===== src/rtl/issue_ctrl.sv =====
// Issue-stage scheduler: gates instruction issue, allocates ROB tags and tracks
// ROB head/tail/occupancy, with a fixed-length flush window after rollback.
module issue_ctrl #(
   parameter int ROB_DEPTH    = 16,
   parameter int TAG_W        = 5,
   parameter int FLUSH_CYCLES = 2
) (
   input  logic              clk,
   input  logic              rst,
   input  logic              rdy,
   input  logic              rollback,
   input  logic              inst_valid,
   output logic              inst_ready,
   input  logic              needs_rs,
   input  logic              needs_lsb,
   input  logic              rs_full,
   input  logic              lsb_full,
   input  logic              commit_sgn,
   output logic              issue_sgn,
   output logic [TAG_W-1:0]  rob_new_entry,
   output logic [TAG_W-1:0]  rob_head,
   output logic [TAG_W:0]    rob_count,
   output logic              rob_full,
   output logic              rob_empty,
   output logic              commit_err,
   output logic [31:0]       stall_cycles
);

   localparam int FC_W = (FLUSH_CYCLES > 1) ? $clog2(FLUSH_CYCLES) : 1;
   localparam logic [TAG_W-1:0] NULL_TAG  = TAG_W'(ROB_DEPTH);
   localparam logic [TAG_W-1:0] LAST_TAG  = TAG_W'(ROB_DEPTH - 1);
   localparam logic [TAG_W:0]   DEPTH_CNT = (TAG_W + 1)'(ROB_DEPTH);
   localparam logic [FC_W-1:0]  LAST_FC   = FC_W'(FLUSH_CYCLES - 1);

   typedef enum logic {RUN, FLUSH} state_t;

   state_t            state_q, state_d;
   logic [TAG_W-1:0]  head_q, head_d, tail_q, tail_d;
   logic [TAG_W:0]    count_q, count_d;
   logic [FC_W-1:0]   flush_cnt_q, flush_cnt_d;
   logic              err_q, err_d;
   logic [31:0]       stall_q, stall_d;
   logic              commit_eff, stall_now;

   function automatic logic [TAG_W-1:0] wrap_inc(input logic [TAG_W-1:0] t);
      return (t == LAST_TAG) ? '0 : t + 1'b1;
   endfunction

   assign rob_full   = (count_q == DEPTH_CNT);
   assign rob_empty  = (count_q == '0);
   // Full ROB blocks issue even when a commit frees a slot in the same cycle.
   assign inst_ready = (state_q == RUN) & rdy & !rollback & !rob_full
                       & !(needs_rs & rs_full) & !(needs_lsb & lsb_full);
   assign issue_sgn  = inst_valid & inst_ready;
   assign commit_eff = (state_q == RUN) & rdy & !rollback & commit_sgn & !rob_empty;
   assign stall_now  = inst_valid & !inst_ready & rdy & !rollback;

   assign rob_new_entry = issue_sgn ? tail_q : NULL_TAG;
   assign rob_head      = head_q;
   assign rob_count     = count_q;
   assign commit_err    = err_q;
   assign stall_cycles  = stall_q;

   always_comb begin
      state_d     = state_q;
      head_d      = head_q;
      tail_d      = tail_q;
      count_d     = count_q;
      flush_cnt_d = flush_cnt_q;
      err_d       = err_q;
      stall_d     = stall_q;
      if (rollback) begin
         state_d     = FLUSH;
         head_d      = '0;
         tail_d      = '0;
         count_d     = '0;
         flush_cnt_d = '0;
      end else if (rdy) begin
         if (stall_now && (stall_q != 32'hFFFF_FFFF)) stall_d = stall_q + 32'd1;
         if (state_q == FLUSH) begin
            if (flush_cnt_q == LAST_FC) begin
               state_d     = RUN;
               flush_cnt_d = '0;
            end else begin
               flush_cnt_d = flush_cnt_q + 1'b1;
            end
         end else begin
            if (commit_sgn && rob_empty) err_d = 1'b1;
            if (issue_sgn)  tail_d = wrap_inc(tail_q);
            if (commit_eff) head_d = wrap_inc(head_q);
            count_d = count_q + {{TAG_W{1'b0}}, issue_sgn} - {{TAG_W{1'b0}}, commit_eff};
         end
      end
   end

   always_ff @(posedge clk) begin
      if (rst) begin
         state_q     <= RUN;
         head_q      <= '0;
         tail_q      <= '0;
         count_q     <= '0;
         flush_cnt_q <= '0;
         err_q       <= 1'b0;
         stall_q     <= '0;
      end else begin
         state_q     <= state_d;
         head_q      <= head_d;
         tail_q      <= tail_d;
         count_q     <= count_d;
         flush_cnt_q <= flush_cnt_d;
         err_q       <= err_d;
         stall_q     <= stall_d;
      end
   end

endmodule

===== config.mk =====
export PLATFORM = sky130hd
export DESIGN_NAME = issue_ctrl
export DESIGN_NICKNAME = d
export VERILOG_FILES = /design/src/rtl/issue_ctrl.sv
export SDC_FILE = /design/constraint.sdc
export NUM_CORES = 1
export LEC_CHECK = 0
export BUFFER_PORTS_ARGS = -buffer_cell sky130_fd_sc_hd__buf_2
export CAP_MARGIN = 20
export CORE_ASPECT_RATIO = 1.5
export CORE_UTILIZATION = 30
export DETAILED_ROUTE_END_ITERATION = 7
export PLACE_DENSITY = 0.59
export SETUP_SLACK_MARGIN = 0.4
export SYNTH_ARGS = -nofsm -noshare
export SYNTH_HDL_FRONTEND = slang
export SYNTH_SLANG_ARGS = --single-unit

===== constraint.sdc =====
create_clock -name clk -period 8.4 [get_ports clk]
set_input_delay 0.42 -clock clk [delete_from_list [all_inputs] [get_ports clk]]
set_output_delay 0.42 -clock clk [all_outputs]
set_load 0.005 [all_outputs]

==> out/qor.tcl <==
set qor(synth_area_per_cell_sq_um) 8.416
set qor(synth_top_flop_cell) {sky130_fd_sc_hd__dfxtp_1}
set qor(critical_path.startpoint_type) {flop}
set qor(ios) 63
set qor(criticalPathCategory) {flop to flop}
set qor(detailedRoute.firstIterationViolations) 165
set qor(finalSetupViolCount) 0
set qor(post_synth_main_area_contributors) {sky130_fd_sc_hd__dfxtp_1 (38%), sky130_fd_sc_hd__xor2_1 (7.5%), sky130_fd_sc_hd__nor2_1 (7.0%)}
set qor(largest_net_degree_at_the_start_of_global_routing) 37
set qor(final_max_slew_viol_count) 0
set qor(final_layout_size_suffix_gt1_frac) 0.2016
set qor(finish.net_count) 400
set qor(fp.dieArea_sq_um) 9311
set qor(timing.critical_path.cells) {inv_1, ha_1, and4bb_2, nor4_1, and2_1, ha_1, fa_1, a21oi_1, nor2_1, nor2_1, xnor2_1, nand2_1, a21oi_1}
set qor(port-buffer-count) 62
set qor(cts.repair.resized) 0
set qor(outcome) {finished, final reports clean}
set qor(cp_data_required_time_ns) 8.62
set qor(area_delta_synth_final_pct) 21.13
set qor(max_cap_violations) 0
set qor(groute.usage.overall) 0.1450
set qor(cts_root_buffer) {sky130_fd_sc_hd__clkbuf_16}
set qor(slowest_delay_ns) 0.55
set qor(synth.ff_latch_count) 51
set qor(fill_cells) 907
set qor(vias) 2393
set qor(peakVddDrop_v) 0.00008636
set qor(tritoncts_clock_tree) {done}
set qor(clock_tree.buffer_depth) 2
set qor(final_min_period_over_clock_period) 0.3502
set qor(post_cts_buffers) 0
set qor(worst-slew-pin-transition_ns) 0.9386
set qor(synthCells) 318
set qor(place_congestion) 0.7877
set qor(netlist_area_sq_um) 2676
set qor(grt_pass1_wl_mm) 10.64
set qor(via_per_inst) 4.944
set qor(leading_cell_type_in_the_layout_fill_and_taps_excluded) {sky130_fd_sc_hd__buf_2}
set qor(dp_worst_setup_slack_ns) 5.472
set qor(post_syn_nets) 341
set qor(worst_clock_skew_ns) 0.005627
set qor(whs_ns) 0.3968
set qor(holdCritStartpoint) {commit_sgn}
set qor(hold_path_depth) 3
set qor(starting_density) 0.3143
set qor(fmax_mhz) 340.0
set qor(routedWlPerCell_um) 13.35
set qor(detail-route-antenna-nets) 0
set qor(floorplan.rows) 41
set qor(core-area_sq_um) 8516
set qor(layout.cells.most_common_list) {sky130_fd_sc_hd__buf_2 (62), sky130_fd_sc_hd__dfxtp_1 (51), sky130_fd_sc_hd__nor2_1 (50)}
set qor(timing.critical_path.slowest_stage_cell) {sky130_fd_sc_hd__nor4_1}
set qor(multiInputGateArea_sq_um) 1562
set qor(final_tns_setup_ns) 0
set qor(slew-limit-headroom) 0.3723
set qor(post-synth-top-area-fraction) 0.3815
set qor(cts.htree.levels) 2
set qor(total_leakage_power_nw) 1.338
set qor(setup_slack_ns) 5.459
set qor(ys_seq_area_frac) 0.3815
set qor(timing.critical_path.arrival_ns) 3.17
set qor(share_of_synthesized_flip_flops_with_an_asynchronous_set_or_reset) 0
set qor(worst_setup_path_startpoint) {rob_count[2]}
set qor(synth.lib_cells_used.distinct) 41
set qor(grt-ovfl-total) 0
set qor(totalWireLength_mm) 6.462
set qor(insertedDiodeCount) 0
set qor(synth_edf_count) 0
set qor(power_dens_cells_nw_per_um2) 154.4
set qor(sink_count_of_the_clock_tree) 51
set qor(crit_path_max_fanout) 6
set qor(initial_antenna_violation_count) 0
set qor(layout_min_cycle_time_ns) 2.941
set qor(worstRegToRegCells) 13
set qor(drt_pass1_iterations) 4
set qor(worstSkewPairLatency_ns) 0.29
set qor(detailed_place_hpwl_mm) 4.843
set qor(cts_hold_buffers) 0
set qor(drcViolationCount) 0
set qor(grt_pass1_vias) 2268
set qor(grt_setup_unrepaired) {false}
set qor(yosys_warnings) 0
set qor(cts_made_buffers) 5
set qor(cp-end-kind) {flop}
set qor(hold_class) {input port to flop}
set qor(die_w_um) 79.12
set qor(area.sequential_sq_um) 1021
set qor(synthDominantAreaCellType) {sky130_fd_sc_hd__dfxtp_1}
set qor(dieHeight_um) 117.7
set qor(critical_path.reg2reg.startpoint) {rob_count[2]}
set qor(final_number_of_hold_violating_endpoints) 0
set qor(cts.clk_slew.worst_paths_ns) 0.06
[worst paths after layout]
check	endpoint	slack, ns
max	rob_count[4]	5.46
max reg2reg	rob_count[4]	5.46
min reg2reg	commit_err	0.50
min	commit_err	0.40
[kinds of logic (layout without fill, tap and decap cells)]
logic type / after synthesis / count (layout) / synth area share
AO/OA/AOI/OAI: 29 / 29 / 0.07340
XOR/XNOR: 37 / 37 / 0.1211
adder cells (fa/ha/maj): 13 / 13 / 0.06358
buffers and inverters: 25 / 84 / 0.03506
flip-flops: 51 / 51 / 0.3815
multiplexers: 4 / 4 / 0.01496
AND/OR/NAND/NOR: 159 / 159 / 0.3104
[sequential cells by signal, indices dropped and copies added, names as in the netlist]
register and flops:
stall_cycles 32, tail_q 5, commit_err 1, rob_count 6, flush_cnt_q 1, state_q 1
rob_head 5
[stage by stage]
step	utilization	cells	area [sq um]	power, mW
after global placement	0.3620	477	3083	0.2807
after global routing	0.3807	484	3242	0.5241
final	0.3807	484	3242	0.5006
after CTS	0.3807	484	3242	0.5100
after detailed placement	0.3620	477	3083	0.2809
after floorplan	-	318	2676	0.2711
[cell type report]
type,instances,share of cell area
inverters,15,0.01737
flip-flops and latches,51,0.3149
repair buffers,62,0.09572
multi-input cells,242,0.4817
clock inverters,1,0.009263
well taps,107,0.04130
clock buffers,6,0.03975
[critical path: cells and delay by family, from the launching register on]
kind / cells / cell delay (ns)
AO/OA/AOI/OAI: 2 / 0.24
XOR/XNOR: 1 / 0.13
buffers and inverters: 1 / 0.09
flip-flops: 1 / 0.36
AND/OR/NAND/NOR: 6 / 1.39
adder cells (fa/ha/maj): 3 / 0.67
[per-layer routing]
metal  routed length, um  global-route usage
met1                2689              0.1601
met3                 309             0.03798
met2                3346              0.2559
met5                   0                   0
met4                 116             0.06023
[synth_stat cells, drive strengths merged, types with 2 or more instances]
cell type and number:
a31oi 2, nand3 20, and3 12, a41oi 2
xnor2 14, nor4 5, or3 2, nor3 10
nor2b 3, xor2 23, nand2 23, nor2 50
inv 15, and2 4, a311oi 2, a211oi 2
ha 12, a21oi 10, nand4 15, o21ai 5
mux2i 4, clkbuf 10, or4 4, and4 5
dfxtp 51
[power breakdown]
part / leakage, nW / switching (mW) / internal [mW]
logic: 0.850 / 0.0177 / 0.0119
clock network: 0.0769 / 0.0863 / 0.139
registers: 0.411 / 0.00198 / 0.244
total: 1.34 / 0.106 / 0.395
(Power assumes the default switching activity.)
